<file path="config.mk">
export PLATFORM = sky130hd
export DESIGN_NAME = dpwm_gen_flat
export DESIGN_NICKNAME = d
export VERILOG_FILES = /design/src/rtl/dpwm_pkg.sv /design/src/rtl/dpwm_gen_if.sv /design/src/rtl/dpwm_gen.sv /design/src/flat_wrapper.sv
export SDC_FILE = /design/constraint.sdc
export NUM_CORES = 1
export LEC_CHECK = 0
export ABC_AREA = 1
export BUFFER_PORTS_ARGS = -buffer_cell sky130_fd_sc_hd__buf_4
export CORE_MARGIN = 2
export CORE_UTILIZATION = 45
export CTS_CLUSTER_DIAMETER = 120
export DETAILED_ROUTE_END_ITERATION = 7
export GPL_TIMING_DRIVEN = 0
export PLACE_DENSITY_LB_ADDON = 0.12
export SYNTH_ARGS = -nofsm -noshare
export SYNTH_HDL_FRONTEND = slang
export SYNTH_SLANG_ARGS = --single-unit
</file>
<file path="constraint.sdc">
create_clock -name clk -period 2.3 [get_ports clk]
set_clock_uncertainty 0.2 [all_clocks]
set_input_delay 0.345 -clock clk [delete_from_list [all_inputs] [get_ports clk]]
set_output_delay 0.345 -clock clk [all_outputs]
set_load 0.01 [all_outputs]
</file>
<file path="src/rtl/dpwm_pkg.sv">
// Shared definitions for the sawtooth DPWM generator: default counter width,
// controller state encoding and the phase clamp used when a run starts.
package dpwm_pkg;

   localparam int CNT_W_DEF = 10;

   typedef enum logic {
      IDLE = 1'b0,
      RUN  = 1'b1
   } state_t;

   // A phase beyond the carrier top would start the counter outside its range,
   // so the start value saturates at the top.
   function automatic logic [31:0] clamp_phase(input logic [31:0] phase,
                                                input logic [31:0] period);
      return (phase > period) ? period : phase;
   endfunction

endpackage

</file>
<file path="src/rtl/dpwm_gen_if.sv">
// Control/status bundle of one DPWM cell. The controller side (master) drives
// the run/duty controls, the generator (slave) returns the PWM stream and status.
interface dpwm_gen_if #(
   parameter int CNT_W = dpwm_pkg::CNT_W_DEF
);
   logic             en;
   logic [CNT_W-1:0] period;
   logic [CNT_W-1:0] phase;
   logic [CNT_W-1:0] duty;
   logic             duty_ld;
   logic             dpwm;
   logic             sync;
   logic             duty_ack;
   logic [CNT_W-1:0] cnt;

   modport master (
      output en, period, phase, duty, duty_ld,
      input  dpwm, sync, duty_ack, cnt
   );

   modport slave (
      input  en, period, phase, duty, duty_ld,
      output dpwm, sync, duty_ack, cnt
   );
endinterface

</file>
<file path="src/rtl/dpwm_gen.sv">
// Counter-based sawtooth DPWM generator. The carrier counts 0..period_act and
// wraps; new period and shadowed duty values are only adopted at the wrap (or
// when a run starts), so the output never glitches mid-period. All outputs are
// registered, one cycle behind the count they were computed from.
module dpwm_gen
   import dpwm_pkg::*;
#(
   parameter int CNT_W = CNT_W_DEF
) (
   input  logic        clk,
   input  logic        rst,
   dpwm_gen_if.slave   bus
);

   state_t           state_reg, state_next;
   logic [CNT_W-1:0] cnt_reg, cnt_next;
   logic [CNT_W-1:0] period_act_reg, period_act_next;
   logic [CNT_W-1:0] duty_act_reg, duty_act_next;
   logic [CNT_W-1:0] duty_shd_reg, duty_shd_next;
   logic             pend_reg, pend_next;
   logic             dpwm_reg, dpwm_next;
   logic             sync_reg, sync_next;
   logic             duty_ack_reg, duty_ack_next;
   logic             xfer;

   // Next-state logic: run control, carrier counter, shadow-to-active transfer
   // and the registered compare outputs.
   always_comb begin
      state_next      = state_reg;
      cnt_next        = cnt_reg;
      period_act_next = period_act_reg;
      duty_act_next   = duty_act_reg;
      xfer            = 1'b0;

      case (state_reg)
         IDLE: begin
            cnt_next = '0;
            if (bus.en) begin
               state_next      = RUN;
               period_act_next = bus.period;
               cnt_next        = CNT_W'(clamp_phase(32'(bus.phase), 32'(bus.period)));
               xfer            = pend_reg;
            end
         end
         RUN: begin
            if (!bus.en) begin
               state_next = IDLE;
               cnt_next   = '0;
            end else if (cnt_reg == period_act_reg) begin
               cnt_next        = '0;
               period_act_next = bus.period;
               xfer            = pend_reg;
            end else begin
               cnt_next = cnt_reg + 1'b1;
            end
         end
         default: begin
            state_next = IDLE;
            cnt_next   = '0;
         end
      endcase

      // The active register always takes the value that was pending before
      // this edge; a strobe arriving on the same edge lands in the shadow and
      // stays pending for the following wrap.
      if (xfer) begin
         duty_act_next = duty_shd_reg;
      end
      duty_shd_next = bus.duty_ld ? bus.duty : duty_shd_reg;
      pend_next     = bus.duty_ld ? 1'b1 : (xfer ? 1'b0 : pend_reg);

      dpwm_next     = (state_reg == RUN) && bus.en && (cnt_reg < duty_act_reg);
      sync_next     = (state_reg == RUN) && (cnt_reg == '0);
      duty_ack_next = xfer;
   end

   // State and datapath registers; reset aborts a run immediately and
   // discards any pending shadow duty.
   always_ff @(posedge clk) begin
      if (rst) begin
         state_reg      <= IDLE;
         cnt_reg        <= '0;
         period_act_reg <= '0;
         duty_act_reg   <= '0;
         duty_shd_reg   <= '0;
         pend_reg       <= 1'b0;
         dpwm_reg       <= 1'b0;
         sync_reg       <= 1'b0;
         duty_ack_reg   <= 1'b0;
      end else begin
         state_reg      <= state_next;
         cnt_reg        <= cnt_next;
         period_act_reg <= period_act_next;
         duty_act_reg   <= duty_act_next;
         duty_shd_reg   <= duty_shd_next;
         pend_reg       <= pend_next;
         dpwm_reg       <= dpwm_next;
         sync_reg       <= sync_next;
         duty_ack_reg   <= duty_ack_next;
      end
   end

   assign bus.dpwm     = dpwm_reg;
   assign bus.sync     = sync_reg;
   assign bus.duty_ack = duty_ack_reg;
   assign bus.cnt      = cnt_reg;

endmodule

</file>
<file path="src/flat_wrapper.sv">
// flat-port wrapper written by rule: the top's interface ports become plain ports
module dpwm_gen_flat import dpwm_pkg::*;
#(
   parameter int CNT_W = CNT_W_DEF
)
  (clk, rst, bus_en, bus_period, bus_phase, bus_duty, bus_duty_ld, bus_dpwm, bus_sync, bus_duty_ack, bus_cnt);
  dpwm_gen_if #(.CNT_W(CNT_W)) bus_i ();
  input  logic clk;
  input  logic rst;
  input wire logic [$bits(bus_i.en)-1:0] bus_en;
  input wire logic [$bits(bus_i.period)-1:0] bus_period;
  input wire logic [$bits(bus_i.phase)-1:0] bus_phase;
  input wire logic [$bits(bus_i.duty)-1:0] bus_duty;
  input wire logic [$bits(bus_i.duty_ld)-1:0] bus_duty_ld;
  output wire logic [$bits(bus_i.dpwm)-1:0] bus_dpwm;
  output wire logic [$bits(bus_i.sync)-1:0] bus_sync;
  output wire logic [$bits(bus_i.duty_ack)-1:0] bus_duty_ack;
  output wire logic [$bits(bus_i.cnt)-1:0] bus_cnt;
  assign bus_i.en = bus_en;
  assign bus_i.period = bus_period;
  assign bus_i.phase = bus_phase;
  assign bus_i.duty = bus_duty;
  assign bus_i.duty_ld = bus_duty_ld;
  assign bus_dpwm = bus_i.dpwm;
  assign bus_sync = bus_i.sync;
  assign bus_duty_ack = bus_i.duty_ack;
  assign bus_cnt = bus_i.cnt;
  dpwm_gen #(.CNT_W(CNT_W)) u_core (.clk(clk), .rst(rst), .bus(bus_i));
endmodule
</file>
==> metrics.csv, run 1 <==
stage;metric;value;unit
grt;largest net degree at the start of global routing;17;
layout;register area;901;um2
timing;Fin. Hold Viols;0;
layout;Layout area overhead;18.6;%
floorplanning;row cnt;28;
yosys;register area share after synthesis;0.323;
routing;Residual DRC;0;
floorplanning;full die area;0.00684;mm2
worst_setup_path;most frequent CP cell;nand2_1;
layout;fill count;614;
timing;TNS Setup;0;ns
worst_setup_path;crit-path cells;inv_1, nand2_1, nand2_1, nor2_1, nand2_1, o21bai_2, buf_2, nand4_1, nand2_1, nor2_1;
min_path;worst hold path depth;3;
routing;Vias;2707;
worst_setup_path;RR Endpoint;u_core.duty_act_reg[4];
yosys;synthesized net count;484;
timing;Slew Viols, Final;0;
timing;Peak Freq;496;MHz
placed_design;IO buf count;44;
layout;share of layout cells above drive strength 1;0.135;
layout;design area;0.00331;mm2
yosys;Seq cells post-synth;45;
grt;GRT overflow;0;
worst_setup_path;Data required, critical path;2.31;ns
clock_network;CTS H-tree depth;2;
timing;Worst-Margin Slew;0.662;ns
worst_setup_path;worst setup path start;u_core.bus.cnt[7];
clock_network;postcts setup bufs;0;
grt;antenna violations before repair;0;
floorplanning;Die H;82.7;um
clock_network;worst-case clock buffer depth;2;
worst_setup_path;startpoint types;flip-flop;
clock_network;CTS buffer count;5;
timing;RSZ-0062 raised after global routing;no;
routing;routed vias/inst;4.87;
power_and_ir_drop;Max VDD drop;0.000323;V
layout;most common cell after layout, fill and taps aside;nand2_1;
clock_network;clk slew on worst S/H paths;0.10;ns
placed_design;placed insts;548;
clock_network;post-CTS resize count;0;
layout;Core Util, Final;0.555;
clock_network;clock tree sinks;45;
routing;Post-DRT Antenna Nets;0;
routing;DRT Pass-1 Iters;4;
timing;relative slew slack;0.557;
floorplanning;Starting Density;0.468;
worst_setup_path;worst reg-to-reg path cell count;10;
power_and_ir_drop;Power Density;554;mW/mm2
layout;Layout Nets;535;
yosys;average size of a mapped cell;6.50;um2
worst_setup_path;Worst path slowest cell;dfxtp_1;
routing;Initial DRC Count;117;
yosys;synth unique cells;27;
placed_design;post-detail-place hpwl;5.40;mm
layout;final std cells w/o fill;556;
worst_setup_path;CP Capture Point;u_core.duty_act_reg[4];
placed_design;Placed Instance Area;0.00321;mm2
floorplanning;I/O pin cnt;47;
worst_setup_path;R2R setup slack;0.28;ns
yosys;Mapped Area;0.00279;mm2
worst_setup_path;Crit path largest cell delay;0.50;ns
clock_network;clock latency on the worst-skew pair;0.31;ns
grt;first-pass GRT wire length;11.2;mm
floorplanning;Die X-Extent;82.7;um
yosys;Post-Synthesis Cells;429;
power_and_ir_drop;Pleak;1.67;nW
min_path;Hold/Removal Path Class;primary input to flip-flop;
layout;ANT cells;0;
worst_setup_path;Worst Path Max Fanout;10;
clock_network;CTS tree;done;
run_status;outcome;completed;
yosys;Synth warnings;0;
timing;minimum clock period;2.02;ns
worst_setup_path;Setup crit end kind;flip-flop;
routing;per-cell routed wire length;12.3;um
timing;final setup fails;0;
grt;vias in the first global route;2424;
run;# Max-Cap Violations;0;
placed_design;placer congestion estimate;0.835;
grt;gr usage total;0.216;
clock_network;hold_buf cts;0;
worst_setup_path;Setup CP Type;flip-flop to flip-flop;
layout;most frequent cells in the layout;nand2_1 (101), inv_1 (80), buf_4 (46);
worst_setup_path;r2r startpoint;u_core.bus.cnt[7];
floorplanning;Placeable Area;0.00596;mm2
layout;Multi-input gate area;0.00148;mm2
worst_setup_path;crit path DAT;2.03;ns
timing;WHS;0.106;ns
routing;WL final;6.83;mm
timing;fin crit share;0.877;
clock_network;Root Buffer;clkbuf_8;
[area by class of cell]
cell class	count	area share
sequential	45	0.272
tap	75	0.0284
clock buffer	5	0.0208
buffer	20	0.0280
clock inverter	3	0.00757
multi-input combinational	280	0.448
inverter	84	0.0953
timing repair buffer	44	0.0999
[cell usage after synthesis]
cell | instances | area share
o211ai_1 | 1 | 0.0027
buf_4 | 2 | 0.0054
inv_1 | 80 | 0.11
o21bai_1 | 1 | 0.0027
a21boi_0 | 1 | 0.0027
buf_2 | 2 | 0.0036
nand4_1 | 21 | 0.047
nor2_1 | 28 | 0.038
nand2_1 | 101 | 0.14
buf_1 | 4 | 0.0054
clkbuf_1 | 11 | 0.015
nor2_2 | 2 | 0.0045
a21o_1 | 1 | 0.0027
o21a_1 | 1 | 0.0027
dfxtp_1 | 45 | 0.32
o21bai_2 | 1 | 0.0040
nor3_1 | 2 | 0.0036
nand3_2 | 1 | 0.0036
a21oi_1 | 38 | 0.068
ha_1 | 21 | 0.094
nand3b_1 | 1 | 0.0027
nand3_1 | 40 | 0.072
xor2_1 | 7 | 0.022
nor4_1 | 1 | 0.0022
buf_6 | 1 | 0.0040
inv_2 | 4 | 0.0054
o21ai_0 | 11 | 0.020
[worst min-delay path by stage]
stage / end / slack [ns] / startpoint
global placement: u_core.duty_shd_reg[8] / 0.25 / u_core.duty_shd_reg[8]
detailed placement: u_core.duty_shd_reg[8] / 0.25 / u_core.duty_shd_reg[8]
CTS: u_core.duty_shd_reg[1] / 0.10 / bus_duty[1]
floorplan: u_core.duty_shd_reg[0] / 0.23 / u_core.duty_shd_reg[0]
finish: u_core.duty_shd_reg[0] / 0.11 / bus_duty[0]
global route: u_core.duty_shd_reg[4] / 0.12 / bus_duty[4]
[cell families (layout without fill, tap and decap cells)]
kind of cell / after synthesis / after routing / share of synthesized area
adders and majority gates: 21 / 21 / 0.0942
DFF: 45 / 45 / 0.323
buffers and inverters: 104 / 156 / 0.146
and+or+nand+nor: 197 / 197 / 0.309
AOI/OAI and AO/OA: 55 / 55 / 0.105
xor gates and xnor gates: 7 / 7 / 0.0220
[layer usage]
metal	share of wire	up-vias	track usage
met4	0.010	0	0.0590
li1	-	1460	-
met2	0.43	60	0.335
met3	0.048	5	0.0370
met5	0	-	0
met1	0.51	1182	0.307
[per-stage QoR]
stage	power (mW)	setup slack [ns]
3_5_place_dp	1.33	0.0308
3_3_place_gp	1.32	0.0469
6_report	1.83	0.283
2_1_floorplan	1.18	0.425
4_1_cts	1.84	0.285
5_1_grt	1.95	0.120
[where the power goes]
part	total, mW	switching (mW)	internal, mW
clock	0.518	0.299	0.220
sequential	0.870	0.0424	0.828
combinational	0.443	0.261	0.182
[worst max-delay path: cells and delay by family (launching register included)]
kind            cells  cell delay (ns)
simple gates        7             0.59
buf+inv             2             0.37
compound gates      1             0.25
flops               1             0.50
Power figures use the tool's default switching activity.
==> run 2, diff against run 1 <==
- SETUP_SLACK_MARGIN: not set -> 0.4
==> run 2 against run 1 <==
  * Wire length is 1.6% higher
  * Critical path depth is 1 higher
  * Sequential share of layout area is 0.060 points lower
  * Flip-flop and latch count stayed put
  * Non-clock buffer count is 1 higher
  * First-iteration DRC count is 10% lower
  * Highest routed layer unchanged
==> metrics.csv, run 2 (same netlist as run 1, synthesis figures left out) <==
stage;metric;value;unit;change
grt;largest net degree at the start of global routing;17;;unchanged
placed_design;IO buf count;44;;unchanged
clock_network;clock latency on the worst-skew pair;0.31;ns;about the same
routing;Vias;2693;;was 2707
routing;DRT Pass-1 Iters;4;;unchanged
clock_network;CTS H-tree depth;2;;unchanged
routing;Post-DRT Antenna Nets;0;;unchanged
floorplanning;Die X-Extent;82.7;um;unchanged
routing;per-cell routed wire length;12.5;um;was 12.3 um
worst_setup_path;Setup crit end kind;flip-flop;;unchanged
run_status;outcome;completed;;unchanged
power_and_ir_drop;Clock power frac;0.282;;was 0.283
clock_network;hold_buf cts;0;;unchanged
layout;Layout area overhead;21.3;%;was 18.6%
power_and_ir_drop;Max VDD drop;0.000324;V;was 0.000323 V
layout;most common cell after layout, fill and taps aside;nand2_1;;unchanged
floorplanning;Placeable Area;0.00596;mm2;unchanged
worst_setup_path;Setup CP Type;flip-flop to flip-flop;;unchanged
grt;gr usage total;0.216;;about the same
clock_network;CTS tree;done;;unchanged
layout;share of layout cells above drive strength 1;0.168;;was 0.135
timing;final setup fails;0;;unchanged
timing;minimum clock period;1.84;ns;was 2.02 ns
power_and_ir_drop;NetSw;0.618;mW;was 0.602 mW
floorplanning;Starting Density;0.468;;unchanged
timing;Peak Freq;542;MHz;was 496 MHz
run;# Max-Cap Violations;0;;unchanged
timing;TNS Setup;0;ns;unchanged
routing;WL final;6.94;mm;was 6.83 mm
clock_network;worst-case clock buffer depth;2;;unchanged
worst_setup_path;crit path DAT;1.83;ns;was 2.03 ns
timing;Worst-Margin Slew;0.672;ns;was 0.662 ns
min_path;Hold/Removal Path Class;primary input to flip-flop;;unchanged
power_and_ir_drop;Int Pwr;1.24;mW;was 1.23 mW
min_path;worst hold path depth;3;;unchanged
timing;Fin. Hold Viols;0;;unchanged
routing;Residual DRC;0;;unchanged
worst_setup_path;startpoint types;flip-flop;;unchanged
grt;vias in the first global route;2414;;was 2424
clock_network;clock tree sinks;45;;unchanged
timing;relative slew slack;0.550;;was 0.557
power_and_ir_drop;logic gate share of total power;0.251;;was 0.242
timing;RSZ-0062 raised after global routing;yes;;was no
layout;Layout Nets;536;;was 535
power_and_ir_drop;Pleak;1.70;nW;was 1.67 nW
clock_network;clk slew on worst S/H paths;0.10;ns;about the same
power_and_ir_drop;Power Density;550;mW/mm2;was 554 mW/mm2
grt;first-pass GRT wire length;11.2;mm;about the same
layout;ANT cells;0;;unchanged
placed_design;post-detail-place hpwl;5.40;mm;unchanged
worst_setup_path;Data required, critical path;2.28;ns;was 2.31 ns
worst_setup_path;worst reg-to-reg path cell count;11;;was 10
worst_setup_path;Worst Path Max Fanout;10;;unchanged
grt;antenna violations before repair;0;;unchanged
power_and_ir_drop;Sequential Power Share;0.468;;was 0.475
clock_network;Root Buffer;clkbuf_8;;unchanged
power_and_ir_drop;switch share;0.332;;was 0.329
layout;most frequent cells in the layout;nand2_1 (99), inv_1 (80), buf_4 (45);;was nand2_1 (101), inv_1 (80), buf_4 (46)
timing;Slew Viols, Final;0;;unchanged
floorplanning;row cnt;28;;unchanged
clock_network;CTS buffer count;5;;unchanged
timing;WHS;0.102;ns;was 0.106 ns
floorplanning;I/O pin cnt;47;;unchanged
floorplanning;full die area;0.00684;mm2;unchanged
routing;routed vias/inst;4.83;;was 4.87
routing;Initial DRC Count;105;;was 117
grt;GRT overflow;0;;unchanged
timing;fin crit share;0.802;;was 0.877
placed_design;placer congestion estimate;0.835;;unchanged
worst_setup_path;R2R setup slack;0.46;ns;was 0.28 ns
floorplanning;Die H;82.7;um;unchanged
-- run 2: layout make-up --
cell class | count | area (um2)
multi-input combinational | 280 | 1510
fill | 606 | 2570
clock buffer | 5 | 68.8
clock inverter | 3 | 25.0
buffer | 20 | 118
inverter | 84 | 315
timing repair buffer | 45 | 338
tap | 75 | 93.8
sequential | 45 | 920
-- run 2: critical path, stage by stage, from the launching register on --
cell and delay [ns]:
dfxtp_2 0.36, buf_6 0.13, inv_2 0.04, nand2_1 0.05, nand2_1 0.08, nor2_4 0.15, nand3_2 0.11, o21bai_4 0.20
nand2_1 0.12, buf_6 0.16, nand2_1 0.06, a21oi_1 0.06
-- run 2: worst paths after layout --
kind	startpoint	endpoint
worst max register to register	u_core.bus.cnt[5]	u_core.pend_reg
worst max-delay path	u_core.bus.cnt[5]	u_core.pend_reg
worst min-delay path	bus_duty[0]	u_core.duty_shd_reg[0]
worst min register to register	u_core.duty_shd_reg[8]	u_core.duty_shd_reg[8]
-- run 2: per-layer routing --
| metal | GRT usage | routed length [um] |
|---|---|---|
| met4 | 0.0590 | 71 |
| met3 | 0.0370 | 343 |
| met1 | 0.308 | 3480 |
| met5 | 0 | 0 |
| met2 | 0.335 | 3040 |
-- run 2: stage by stage --
step	cells	total power, mW	cell area (um2)	util	setup WS (ns)
2_1_floorplan	429	1.18	2790	-	0.425
3_3_place_gp	548	1.32	3210	0.539	0.0469
6_report	557	1.86	3380	0.568	0.455
5_1_grt	557	1.98	3380	0.568	0.346
4_1_cts	556	1.85	3320	0.557	0.401
3_5_place_dp	548	1.33	3210	0.539	0.0308
-- run 2: power groups by stage --
stage / combinational, mW / clock [mW] / sequential [mW]
6_report: 0.467 / 0.524 / 0.870
4_1_cts: 0.446 / 0.530 / 0.871
3_5_place_dp: 0.441 / 0 / 0.888
3_3_place_gp: 0.434 / 0 / 0.887
2_1_floorplan: 0.295 / 0 / 0.880
5_1_grt: 0.539 / 0.563 / 0.876
-- run 2: repair_timing --
action | CTS | global route
pin swaps | 2 | 3
gates resized for setup | 8 | 22
buffers inserted | 0 | 1
setup endpoints to repair | 29 | 32
